**src/rtl/nsc_pkg.sv**
```systemverilog
// rtl/nsc_pkg.sv - shared opcodes and sequencer constants for the NSC accumulator core
//
// Purpose: opcode encodings (upper four instruction bits), T-state bit
// indices into the one-hot ring, and the ring width.
// Ports: none (package).
package nsc_pkg;

  localparam int RING_W = 5;

  // Bit positions of each T-state inside the one-hot ring.
  localparam int T0 = 0;
  localparam int T1 = 1;
  localparam int T2 = 2;
  localparam int T3 = 3;
  localparam int T4 = 4;

  localparam logic [3:0] OP_LDA = 4'd0;
  localparam logic [3:0] OP_ADD = 4'd1;
  localparam logic [3:0] OP_SUB = 4'd2;
  localparam logic [3:0] OP_STA = 4'd3;
  localparam logic [3:0] OP_LDI = 4'd4;
  localparam logic [3:0] OP_JMP = 4'd5;
  localparam logic [3:0] OP_JC  = 4'd6;
  localparam logic [3:0] OP_JZ  = 4'd7;
  localparam logic [3:0] OP_OUT = 4'd14;
  localparam logic [3:0] OP_HLT = 4'd15;

endpackage

```
**src/rtl/nsc_ring_counter.sv**
```systemverilog
// rtl/nsc_ring_counter.sv - one-hot T-state ring with early wrap, hold and clear
//
// Purpose: sequences T0..T4 for the accumulator core. One bit is set at a time.
// Ports:
//   clk, reset_n : clock, asynchronous active-low reset (ring -> T0)
//   wrap         : return to T0 on the next edge (instruction finished early)
//   hold         : keep the current T-state
//   clr          : force T0; beats hold and wrap
//   ring         : one-hot T-state
module nsc_ring_counter
  import nsc_pkg::*;
(
  input  logic              clk,
  input  logic              reset_n,
  input  logic              wrap,
  input  logic              hold,
  input  logic              clr,
  output logic [RING_W-1:0] ring
);

  localparam logic [RING_W-1:0] RING_T0 = RING_W'(1);

  always_ff @(posedge clk or negedge reset_n) begin
    if (!reset_n) begin
      ring <= RING_T0;
    end else if (clr) begin
      ring <= RING_T0;
    end else if (hold) begin
      ring <= ring;
    end else if (wrap) begin
      ring <= RING_T0;
    end else begin
      // Natural rotation also brings T4 back to T0.
      ring <= {ring[RING_W-2:0], ring[RING_W-1]};
    end
  end

endmodule

```
**src/rtl/nsc_cpu.sv**
```systemverilog
// rtl/nsc_cpu.sv - parametrised NSC accumulator CPU with internal RAM and load port
//
// Purpose: fetch/execute accumulator machine sequenced by a one-hot ring.
// Ports:
//   clk, reset_n    : clock, asynchronous active-low reset
//   prog_en         : load mode; suspends execution, holds PC/ring at 0/T0
//   prog_we         : RAM write strobe, honoured only while prog_en is high
//   prog_addr       : RAM load address (A bits)
//   prog_data       : RAM load data (N bits)
//   output_contents : OUT register
//   out_valid       : one-cycle pulse after the OUT register updates
//   halted          : set by HLT
//   ring_state      : one-hot T-state for debug
module nsc_cpu
  import nsc_pkg::*;
#(
  parameter int N = 8,
  parameter int A = 4
) (
  input  logic              clk,
  input  logic              reset_n,
  input  logic              prog_en,
  input  logic              prog_we,
  input  logic [A-1:0]      prog_addr,
  input  logic [N-1:0]      prog_data,
  output logic [N-1:0]      output_contents,
  output logic              out_valid,
  output logic              halted,
  output logic [RING_W-1:0] ring_state
);

  logic [N-1:0] ram [2**A];

  logic [A-1:0] pc;
  logic [A-1:0] mar;
  logic [N-1:0] ir;
  logic [N-1:0] areg;
  logic [N-1:0] breg;
  logic         c_flag;
  logic         z_flag;

  logic [3:0]   opcode;
  logic [A-1:0] opnd;
  logic [N-1:0] ldi_val;
  logic [N-1:0] ram_rd;
  logic         is_sub;
  logic [N-1:0] b_op;
  logic [N:0]   sum;

  logic wrap;
  logic hold;
  logic clr;

  assign opcode  = ir[N-1:N-4];
  assign opnd    = ir[A-1:0];
  assign ldi_val = {4'b0000, ir[N-5:0]};
  assign ram_rd  = ram[mar];

  // Subtraction as A + ~B + 1 so the carry out directly means "no borrow".
  assign is_sub = (opcode == OP_SUB);
  assign b_op   = is_sub ? ~breg : breg;
  assign sum    = {1'b0, areg} + {1'b0, b_op} + {{N{1'b0}}, is_sub};

  nsc_ring_counter u_ring (
    .clk     (clk),
    .reset_n (reset_n),
    .wrap    (wrap),
    .hold    (hold),
    .clr     (clr),
    .ring    (ring_state)
  );

  // Decode: pick the last T-state of each instruction; HLT parks the ring at T2.
  always_comb begin
    wrap = 1'b0;
    hold = 1'b0;
    clr  = prog_en;
    if (!prog_en) begin
      if (ring_state[T2]) begin
        case (opcode)
          OP_LDA, OP_ADD, OP_SUB, OP_STA: wrap = 1'b0;
          OP_HLT:                         hold = 1'b1;
          default:                        wrap = 1'b1;
        endcase
      end
      if (ring_state[T3] && (opcode == OP_LDA || opcode == OP_STA)) begin
        wrap = 1'b1;
      end
      if (ring_state[T4]) begin
        wrap = 1'b1;
      end
    end
  end

  // RAM has no reset. The load port owns it during load mode, so an STA cut
  // short by prog_en never writes.
  always_ff @(posedge clk) begin
    if (prog_en) begin
      if (prog_we) begin
        ram[prog_addr] <= prog_data;
      end
    end else if (ring_state[T3] && opcode == OP_STA) begin
      ram[mar] <= areg;
    end
  end

  always_ff @(posedge clk or negedge reset_n) begin
    if (!reset_n) begin
      pc              <= '0;
      mar             <= '0;
      ir              <= '0;
      areg            <= '0;
      breg            <= '0;
      c_flag          <= 1'b0;
      z_flag          <= 1'b0;
      output_contents <= '0;
      out_valid       <= 1'b0;
      halted          <= 1'b0;
    end else if (prog_en) begin
      pc        <= '0;
      out_valid <= 1'b0;
      halted    <= 1'b0;
    end else begin
      out_valid <= 1'b0;
      if (ring_state[T0]) begin
        mar <= pc;
      end
      if (ring_state[T1]) begin
        ir <= ram_rd;
        pc <= pc + A'(1);
      end
      if (ring_state[T2]) begin
        case (opcode)
          OP_LDA, OP_ADD, OP_SUB, OP_STA: mar <= opnd;
          OP_LDI: areg <= ldi_val;
          OP_JMP: pc <= opnd;
          OP_JC:  if (c_flag) pc <= opnd;
          OP_JZ:  if (z_flag) pc <= opnd;
          OP_OUT: begin
            output_contents <= areg;
            out_valid       <= 1'b1;
          end
          OP_HLT: halted <= 1'b1;
          default: ;
        endcase
      end
      if (ring_state[T3]) begin
        case (opcode)
          OP_LDA:         areg <= ram_rd;
          OP_ADD, OP_SUB: breg <= ram_rd;
          default: ;
        endcase
      end
      if (ring_state[T4] && (opcode == OP_ADD || opcode == OP_SUB)) begin
        areg   <= sum[N-1:0];
        c_flag <= sum[N];
        z_flag <= (sum[N-1:0] == '0);
      end
    end
  end

endmodule

```
**config.mk**
```make
export PLATFORM = sky130hd
export DESIGN_NAME = nsc_cpu
export DESIGN_NICKNAME = d
export VERILOG_FILES = /design/src/rtl/nsc_pkg.sv /design/src/rtl/nsc_ring_counter.sv /design/src/rtl/nsc_cpu.sv
export SDC_FILE = /design/constraint.sdc
export NUM_CORES = 1
export LEC_CHECK = 0
export ABC_CLOCK_PERIOD_IN_PS = 3230
export CAP_MARGIN = 20
export CORE_MARGIN = 4
export CORE_UTILIZATION = 50
export DETAILED_ROUTE_END_ITERATION = 12
export GPL_TIMING_DRIVEN = 0
export HOLD_SLACK_MARGIN = 0.15
export PLACE_DENSITY = 0.66
export RECOVER_POWER = 25
export SYNTH_ARGS = -nofsm -noshare
export SYNTH_HDL_FRONTEND = slang
export SYNTH_HIERARCHICAL = 1
export SYNTH_SLANG_ARGS = --single-unit
```
**constraint.sdc**
```tcl
create_clock -name clk -period 3.23 [get_ports clk]
set_input_delay 0.8075 -clock clk [delete_from_list [all_inputs] [get_ports clk]]
set_output_delay 0.8075 -clock clk [all_outputs]
set_load 0.02 [all_outputs]
```
Yosys cells after proc, flatten, opt, wreduce, memory -nomap -nowiden
Memory sizes are Yosys's and may differ from the RTL's.
Index checks and enable logic that the tools add are counted.

operators by class
  add/subtract/negate cells = 3
  $mul = 0
  div/mod/pow operators = 0
  order comparisons = 0
  equality and inequality tests = 10
  shifts and indexed selects = 0
  mux-type cells = 41
  bitwise operators = 2
  reduce and logical (&&, ||, !) cells = 18

operator list
  operator               number
  $mux W8                7
  $mux W4                9
  $mux W1                21
  $eq A4 B3 Y1 const B   4
  $mux W5                3
  $pmux W4 S3            1
  $add A8 B8 Y9          1
  $add A9 B1 Y9          1
  $eq A4 B2 Y1 const B   2
  $eq A4 B4 Y1 const B   2
  $logic_not A8 Y1       1
  $not A8 Y8             1
  $reduce_or A8 Y1       1
  $reduce_and A2 Y1      3
  $reduce_and A3 Y1      2
  $reduce_or A5 Y1       1
  $add A4 B1 Y4 const B  1
  $eq A4 B1 Y1 const B   1
  $logic_not A4 Y1       1
  $reduce_bool A2 Y1     2
  $reduce_or A4 Y1       1
  $logic_and A1 B1 Y1    3
  $logic_or A1 B1 Y1     2
  $ne A2 B2 Y1 const B   1
  other kinds (2)        2

word-level totals
  bits in registers = 49
  bits in latches = 0
  RAM bits = 128
  ROM bits = 0
  input port bits = 16
  output and inout bits = 15
  logic and storage cells = 86
  memories kept = 1

memory list
  memory  words  width  read ports  clocked after Yosys merged registers in  wr ports  RTL line       RTL
  ram     16     8      1           0                                        1         nsc_cpu.sv:32  logic [N-1:0] ram [2**A];

Logic depth before layout (Yosys ltp)
  word-level depth = 10
  mapped depth = 11
  depth with buffers taken out = 9

By module
The synthesis kept the hierarchy.

modules (own cells, without submodules)
  module            times used  cells an instance  area an instance (sq um)  seq. area each (sq um)
  nsc_cpu           1           514                7,811.2                   4,944.7
  nsc_ring_counter  1           21                 222.7                     126.4

Least setup slack after synthesis
Ideal clock, no wire load.

  path type = reg-to-reg
  from = register ir[7]
  to = register areg[7]
  library setup time = 0.126 ns
  arrival time = 2.744 ns
  data required time = 3.104 ns
  path slack = 0.360 ns
  cell stages (with the launch flop) = 12
  path buffers = 3
  clock period less this slack = 2.870 ns
  path through = dfrtp_1 -> clkbuf_1 -> nor4b_2 -> buf_2 -> xor2_1 -> ha_1 -> clkbuf_1 -> or2_2 -> nand4_1 -> o21ai_0 -> xor2_1 -> a221o_1

between the ends
  longest elaborated chain between the ends = 6
  elaborated cells on any way between the ends = 14
  those cells by class = 2 x add/sub; 3 x eq/ne; 6 x mux; 3 x reduce/logical

ends and longest elaborated chain
  item                                                   RTL line        RTL
  start, declared                                        nsc_cpu.sv:36   logic [N-1:0] ir;
  start signal, assigned                                 nsc_cpu.sv:129  ir <= ram_rd;
  branches (longest 5 deep; another with $add A8 B8 Y9)  --
  $mux W8 (*)                                            nsc_cpu.sv:154  if (ring_state[T4] && (opcode == OP_ADD || opcode == OP_SUB)) begin
  end signal, assigned                                   nsc_cpu.sv:135  OP_LDI: areg <= ldi_val;
  end signal, assigned                                   nsc_cpu.sv:149  OP_LDA: areg <= ram_rd;
  end signal, assigned                                   nsc_cpu.sv:155  areg <= sum[N-1:0];
  end, declared                                          nsc_cpu.sv:37   logic [N-1:0] areg;

Mark *: on every way between the ends.
A chain may end at the register's enable or synchronous reset.

Final worst setup path
  from = register ir[4]
  to = register areg[7]

Same word-level chain as after synthesis.

==> impl_metrics.ini <==
[outcome]
status = complete, but fails checks
violations = max-capacitance violations, max-slew violations

[cells_and_area]
n_antenna_cell = 0
nNetsFinal = 611
syn_to_final_growth_pct = 15.15
drive_gt1_share_pct = 19.93
fill_cells = 1201
fin_cells = 813

[timing]
finalSetupViolations = 0
relSlewSlack_pct = -14.17
tightest_slew_ns = 1.713
post-route-min-period_ns = 2.993
finalSetupTns_ns = 0
fin_hold_ws_ns = 0.3821
rsz0062_at_grt = no
fin_skew_ns = 0.01353
max_freq_mhz = 334.2
fin_crit_sh_pct = 92.65
drv_slew = 39
final_hold_viol_count = 0

[logic_synthesis]
syn_inst = 535
synthArstFlopShare_pct = 27.68
synth_fp_nets = 562
yosys_warnings = 6
mappedNetlistArea_um2 = 8034
syn_area_per_cell_um2 = 15.02
synth_seq_cells = 177
synth-edff-count = 128
ys_top_cells_by_count = edfxtp_1, nand2_1, dfrtp_1
synth_cell_types = 66
yosysMostFrequentCell = edfxtp_1
ys_top_cells_by_area = edfxtp_1, dfrtp_1, mux4_2
ys_seq_area_share_pct = 63.12
netlist.area_leader.share_pct = 47.84
ys.flop_type = edfxtp_1
post-synth-top-area-cell = edfxtp_1

[clocking]
tritoncts = built
cts.path.max_buffers = 2
hold_buffers = 0
cts.sinks = 177
cts_inserted_buffers = 17
insertion_delay_ns = 0.44
path_clk_slew_ns = 0.07
htree_levels = 4
root_buffer = clkbuf_16

[route]
viasPerCell = 6.062
drcViolationCount = 0
drt_iter0_drc = 388
dr_total_vias = 4928
post_drt_wl_per_cell_um = 22.56
dr.pass1.iters = 6
ant_nets = 0
finalWirelength_mm = 18.34

[critical_path]
crit_type = reg -> reg
crit_fanout = 10
arrival_ns = 3.31
cp-start-kind = flip-flop
critPathMaxStageDelay_ns = 0.36
cp-end-kind = flip-flop
r2r_setup_slack_ns = 0.24
r2r-end = areg[7]
crit_slowest_cell = dfrtp_1
path_cells = buf_2, nor4b_4, buf_6, xor2_1, ha_1, a31o_2, a221oi_1, o21ai_0, xor2_1, a221o_1
worst_ep_required_time_ns = 3.54
rr_worst_depth = 10
worstReg2RegStart = ir[4]
cp_common_cell = xor2_1

[global_routing]
grt-ovfl-total = 0
grt_max_degree = 39
grt_pass1_vias = 4967
grt_usage_pct = 21.52
antenna_found_initial = 0
grt_pass1_wl_mm = 28.86

[die]
dieArea_um2 = 18160
die_w_um = 134.8
die_h_um = 134.8
start_util_pct = 50.76
placement_rows = 46
ioPinCount = 31
coreArea_um2 = 15830

[hold_path]
hold_class = in -> async

[power_and_ir_drop]
max-vdd-ir-drop_uv = 445.0
p_leak_nw = 3.390
power_density_nw_per_um2 = 708.9

[placed_design]
gp_congestion = 0.8681
placed_cells = 783
numPortBuffers = 30
hpwlAfterDp_mm = 12.78

[run]
maxCapViolations = 1
-- report_power, final --
group          internal [W]  switching (W)  leakage (nW)
combinational      0.000768       0.000962          1.30
sequential          0.00260       0.000191          1.80
clock               0.00109       0.000942         0.284
-- repair_timing --
item	in CTS	in global routing
buffers inserted	0	1
setup endpoints to repair	93	129
pin swaps	0	1
gates resized for setup	17	9
cloned	0	0
-- worst max path at each step --
stage          slack (ns)  startpoint          to  cells after the start
6_report             0.24       ir[4]     areg[7]                     10
5_1_grt              0.05       ir[4]      z_flag                     10
4_1_cts             -0.14     prog_en  ram[11][5]                      6
3_5_place_dp        -0.63     prog_en  ram[15][2]                      6
3_3_place_gp        -1.06     prog_en   ram[6][1]                      5
2_1_floorplan        0.36       ir[7]     areg[7]                     11
-- per-stage QoR --
stage / setup WS (ns) / instance area, µm² / utilization (%) / power (W)
after floorplan: 0.3599 / 8034 / - / 0.004021
after global placement: -1.062 / 8605 / 54.36 / 0.004478
after detailed placement: -0.6310 / 8627 / 54.51 / 0.004537
after CTS: -0.1357 / 9258 / 58.49 / 0.006574
after global routing: 0.04635 / 9251 / 58.45 / 0.006858
final: 0.2374 / 9251 / 58.45 / 0.006558
-- cell families after synthesis --
logic type                 share of synthesized area, %
xor gates and xnor gates                          1.744
muxes                                             14.86
buffers and inverters                             2.289
adders and majority gates                         1.807
AOI/OAI and AO/OA                                 6.759
and+or+nand+nor                                   9.422
DFF                                               63.12
-- cell type report --
type                       count  area, µm²  area share [%]
timing repair buffer          33      311.5           3.368
buffer                        25      148.9           1.609
inverter                       8      30.03          0.3246
tap                          216      270.3           2.921
sequential                   177       5071           54.81
clock buffer                  18      429.2           4.639
clock inverter                14      147.6           1.596
multi-input combinational    322       2843           30.73
-- worst max-delay path: cells and delay by family (launching register included) --
| family | cells | cell delay [ns] |
|---|---|---|
| and+or+nand+nor | 1 | 0.35 |
| buffers and inverters | 2 | 0.40 |
| xor gates and xnor gates | 2 | 0.38 |
| DFF | 1 | 0.36 |
| adders and majority gates | 1 | 0.30 |
| AOI/OAI and AO/OA | 4 | 1.08 |
-- state kept, by name (all words and copies together) (netlist names), 4 cells and up --
register,cells
mar,4
ram,128
pc,4
output_contents,8
breg,8
areg,8
ir,8
u_ring/ring,5
-- metal layers --
metal | vias to the layer above | wire length, µm | part of all wire, % | global-route usage (%)
met5 | - | 0 | 0 | 0
met4 | 0 | 442 | 2.4 | 7.523
met3 | 29 | 832 | 4.5 | 4.247
met2 | 178 | 9503 | 52 | 35.94
met1 | 2544 | 7561 | 41 | 28.44
li1 | 2177 | - | - | -
-- placed cells by master (no fill, tap or decap), types with 4 or more instances in the layout --
cell type / netlist / routed
a31oi_1: 7 / 6
clkbuf_1: 18 / 19
clkbuf_16: 0 / 17
dlygate4sd3_1: 0 / 11
mux2_2: 23 / 23
nor2b_1: 6 / 6
mux4_1: 7 / 7
or3b_1: 5 / 5
dfrtp_1: 48 / 48
a21oi_1: 14 / 14
edfxtp_1: 128 / 128
o21ai_0: 10 / 10
xnor2_1: 5 / 5
nor2_1: 39 / 23
buf_6: 3 / 4
a22oi_1: 7 / 7
nor3b_1: 6 / 5
clkdlybuf4s50_1: 0 / 17
nand2b_1: 6 / 6
inv_6: 0 / 5
o211ai_1: 4 / 4
nand4_1: 4 / 4
nand2_1: 51 / 51
mux4_2: 28 / 28
inv_1: 7 / 7
a221oi_1: 6 / 6
xor2_1: 11 / 11
nor2_2: 0 / 14
mux2i_1: 12 / 12
ha_1: 10 / 10
Note: power is estimated with default switching activity, not from simulation.
==> variant 1: new RTL, config.mk and constraints unchanged <==
`A`: 4 -> 5.
--- a/src/rtl/nsc_cpu.sv
+++ b/src/rtl/nsc_cpu.sv
@@ -17,3 +17,3 @@
   parameter int N = 8,
-  parameter int A = 4
+  parameter int A = 5
 ) (
Ports: changed (resized prog_addr); port bits go from 31 to 32. The function was not compared with the original's and may differ.
==> variant 1 against the original RTL <==
- the run ends with setup timing left
- count of clock-buffer cells in the layout up 15
- power up 61%
- area after synthesis up 59%
- routed wire length up 63%
- setup slack worse by 0.26 ns
- final area up 60%
- synthesized cell count up 36%
- die area up 55%
- sequential cell count up 130
- critical path type is now in -> reg
==> variant 1: results <==
metrics = {
    "place": {
        "portBuffers": 31,
        "post-place-ws_ns": -0.854,
        "dpl-instance-area_um2": 13600,
        "dp_cells": 1091,
        "dp_hpwl_um": 20200,
    },
    "global_route": {
        "grt.met1_usage": 0.308,
        "grt_pass1_wl_um": 45400,
        "grt_pass1_vias": 7086,
        "use_met3": 0.0350,
    },
    "status": {
        "violations": "setup timing",
        "outcome": "complete, but fails checks",
    },
    "power_and_ir_drop": {
        "p_clk_mw": 3.57,
        "p_sw_mw": 2.98,
    },
    "critical_path": {
        "cpMaxStageDelayCell": "nor2_2",
        "slowest_delay_ns": 0.57,
        "r2r_setup_slack_ns": 0.08,
        "cp_top_family": "buffers and inverters",
        "r2r_start": "mar[1]",
        "critPathArrivalTime_ns": 3.45,
    },
    "worst_hold_path": {
        "min_path_type": "reg -> reg",
    },
    "sta": {
        "finalSetupViolCount": 16,
        "fin_tns_setup_ns": -0.284,
        "clock_skew_ns": 0.0128,
        "setup_slack_ns": -0.0230,
    },
    "logic_synthesis": {
        "ys_async_sr_fraction": 0.166,
        "yosys-top-cells-count": "256 x edfxtp_1, 80 x mux4_2, 58 x nor2_1",
    },
    "drt": {
        "dr.pass1.iters": 5,
        "drtIter0Drc": 731,
        "drt-met1-wl_um": 12600,
        "routed-wl-met3_um": 1910,
        "wl_per_cell_um": 25.9,
    },
    "clock_tree": {
        "cts_resized": 35,
        "holdBufCountCts": 1,
        "htreeDepth": 1,
        "clock_path_buffers": 3,
        "clk_latency_ns": 0.56,
    },
    "final_layout": {
        "fin_util": 0.589,
        "nets": 828,
        "nFillCells": 1853,
        "largest_register_ffs": 256,
    },
}
## variant 1: changes by cell type in the layout (fill, tap and decap cells not counted), sizes merged, moves of 6 or more
cell / unedited run / this run
a21oi: 14 / 22
o21ai: 13 / 19
nor2: 39 / 58
edfxtp: 128 / 256
clkinv: 6 / 15
mux2: 23 / 17
clkbuf: 37 / 56
mux4: 35 / 80
buf: 10 / 25
## variant 1: logic make-up after synthesis
kind of cell,synth area share
AND/OR/NAND/NOR,0.0551
flip-flops,0.701
buffers and inverters,0.0175
XOR/XNOR,0.0130
AO/OA/AOI/OAI,0.0391
adder cells (fa/ha/maj),0.0113
multiplexers,0.163
## variant 1: area by class of cell
type | count | share of cell area
timing repair buffer | 41 | 0.0271
sequential | 307 | 0.604
tap | 330 | 0.0278
multi-input combinational | 370 | 0.256
inverter | 9 | 0.00228
clock inverter | 25 | 0.0161
clock buffer | 33 | 0.0528
buffer | 40 | 0.0140
==> variant 2: new RTL, same flow settings <==
Made on the original files. Register the inputs `prog_en`, `prog_we`, `prog_addr` and `prog_data` before use, with the module's reset. The logic sees them one clock later.
--- a/src/rtl/nsc_cpu.sv
+++ b/src/rtl/nsc_cpu.sv
@@ -30,2 +30,21 @@
 );
+
+  logic prog_en_q;
+  logic prog_we_q;
+  logic [A-1:0] prog_addr_q;
+  logic [N-1:0] prog_data_q;
+
+  always_ff @(posedge clk or negedge reset_n) begin
+    if (!reset_n) begin
+      prog_en_q   <= '0;
+      prog_we_q   <= '0;
+      prog_addr_q <= '0;
+      prog_data_q <= '0;
+    end else begin
+      prog_en_q   <= prog_en;
+      prog_we_q   <= prog_we;
+      prog_addr_q <= prog_addr;
+      prog_data_q <= prog_data;
+    end
+  end
 
@@ -76,4 +95,4 @@
     hold = 1'b0;
-    clr  = prog_en;
-    if (!prog_en) begin
+    clr  = prog_en_q;
+    if (!prog_en_q) begin
       if (ring_state[T2]) begin
@@ -97,5 +116,5 @@
   always_ff @(posedge clk) begin
-    if (prog_en) begin
-      if (prog_we) begin
-        ram[prog_addr] <= prog_data;
+    if (prog_en_q) begin
+      if (prog_we_q) begin
+        ram[prog_addr_q] <= prog_data_q;
       end
@@ -118,3 +137,3 @@
       halted          <= 1'b0;
-    end else if (prog_en) begin
+    end else if (prog_en_q) begin
       pc        <= '0;
Behaviour: not the same (Yosys sat finds a counterexample within 4 cycles, from zero or initial values and one cycle with reset_n low).
==> variant 2 against the original RTL <==
- the flow still finishes with violations (capacitance limit, slew limit)
- sequential power up 7.5%
- sequential cell count rose by 14
- area after synthesis rose by 1.1%
- setup slack lost 0.13 ns
- critical path depth down 4
- power grew 2.5%
- final cell count fell by 5.8%
- final area grew 0.18%
- routed wire length down 11%
- first-iteration DRC count rose by 1.8%
==> variant 2: results <==
metrics = {
    "sta": {
        "clock_skew_ns": 0.00984,
        "setup_slack_ns": 0.107,
        "finalMaxSlewViolations": 37,
    },
    "worst_hold_path": {
        "min_path_type": "reg -> reg",
    },
    "global_route": {
        "grt_max_degree": 37,
        "gr-usage-all-layers": 0.190,
        "grt_pass1_vias": 4561,
        "grt_pass1_wl_um": 25900,
    },
    "status": {
        "violations": "capacitance limit, slew limit",
        "outcome": "complete, but fails checks",
    },
    "power_and_ir_drop": {
        "ir_worst_vdd_uv": 401,
        "power_leakage_nw": 3.29,
    },
    "final_layout": {
        "drive_gt1_frac": 0.225,
        "nets": 564,
    },
    "drt": {
        "detail_route.wirelength_um": 16300,
        "drtIter0Drc": 395,
        "viasPerCell": 5.77,
        "vias": 4418,
    },
    "logic_synthesis": {
        "netlist-cell-type-count": 62,
        "synth_xor_area_frac": 0.0183,
        "synth_nets": 514,
        "yosysSeqAreaShare": 0.667,
        "synthMuxAreaShare": 0.163,
        "synth-compound-area-share": 0.0528,
        "synth_cells": 487,
        "ys_async_sr_fraction": 0.330,
        "synth_area_leaders": "edfxtp_1 47%, dfrtp_1 19%, mux4_2 11%",
    },
    "place": {
        "dp_hpwl_um": 11400,
        "dp_cells": 734,
        "place_congestion": 0.851,
        "dpl-instance-area_um2": 8710,
    },
    "clock_tree": {
        "clockRootBuffer": "clkbuf_16",
        "clk_latency_ns": 0.42,
    },
    "job": {
        "drv_cap": 1,
    },
    "critical_path": {
        "critPathArrivalTime_ns": 3.17,
        "rr_worst_depth": 6,
        "r2r_end": "ram[0][7]",
    },
}
[variant 2: changes by cell type after synthesis, sizes merged, moves of 5 or more]
cell / unedited run / this run
clkbuf: 19 / 11
mux2: 23 / 32
mux4: 35 / 40
nand2: 51 / 24
dfrtp: 48 / 62
xor2: 11 / 3
xnor2: 5 / 14
a221oi: 6 / 0
mux2i: 12 / 6
[variant 2: worst min path at each step]
stage | start | end | slack, ns | depth (start not counted)
after floorplan | z_flag | z_flag | 0.44 | 2
after global placement | output_contents[6] | output_contents[6] | 0.49 | 1
after detailed placement | output_contents[6] | output_contents[6] | 0.50 | 1
after CTS | reset_n | u_ring/ring[3] | 0.50 | 1
after global routing | output_contents[6] | output_contents[6] | 0.52 | 1
final | output_contents[6] | output_contents[6] | 0.51 | 1
[variant 2: routing by layer]
layer  vias to the layer above  GRT usage  routed length, µm
li1                       2004          -                  -
met1                      2271      0.261               7300
met2                       126      0.312               8200
met3                        17     0.0357                613
met4                         0     0.0577                208
met5                         -          0                  0
[variant 2: worst max-delay path, cell delays in order (launching register included)]
cell and delay, ns:
dfrtp_1 0.36, buf_2 0.17, or4b_1 0.66, nor2_4 0.27
buf_2 0.32, a31oi_1 0.24, nor2_1 0.72
[variant 2: cell families after synthesis]
group / count (synthesis)
fa+ha+maj: 11
buf+inv: 30
simple gates: 97
xor+xnor: 17
mux: 78
flops: 191
compound gates: 63
[variant 2: area by class of cell]
cell class,count,area (µm²)
repair buffers,31,299
fillers,1256,6620
multi-input cells,266,2560
clock inverters,14,130
inverters,8,30.0
plain buffers,22,130
well taps,216,270
flip-flops and latches,191,5420
clock buffers,18,429
[variant 2: power by group]
| part | leakage, nW | internal (mW) | switching, mW |
|---|---|---|---|
| registers | 1.97 | 2.81 | 0.193 |
| clock network | 0.266 | 1.08 | 0.916 |
| logic | 1.05 | 0.831 | 0.891 |
| total | 3.29 | 4.72 | 2.00 |
[variant 2: repair_timing]
item                       4_1_cts  5_1_grt
gates resized for setup          0        8
hold buffers                     0        0
setup endpoints to repair        0       42
[variant 2: through the flow]
stage | TNS (ns) | util
after CTS | 0 | 0.584
after detailed placement | 0 | 0.548
after global placement | -41.51 | 0.547
after floorplan | 0 | -
after global routing | -0.0396 | 0.583
final | 0 | 0.583
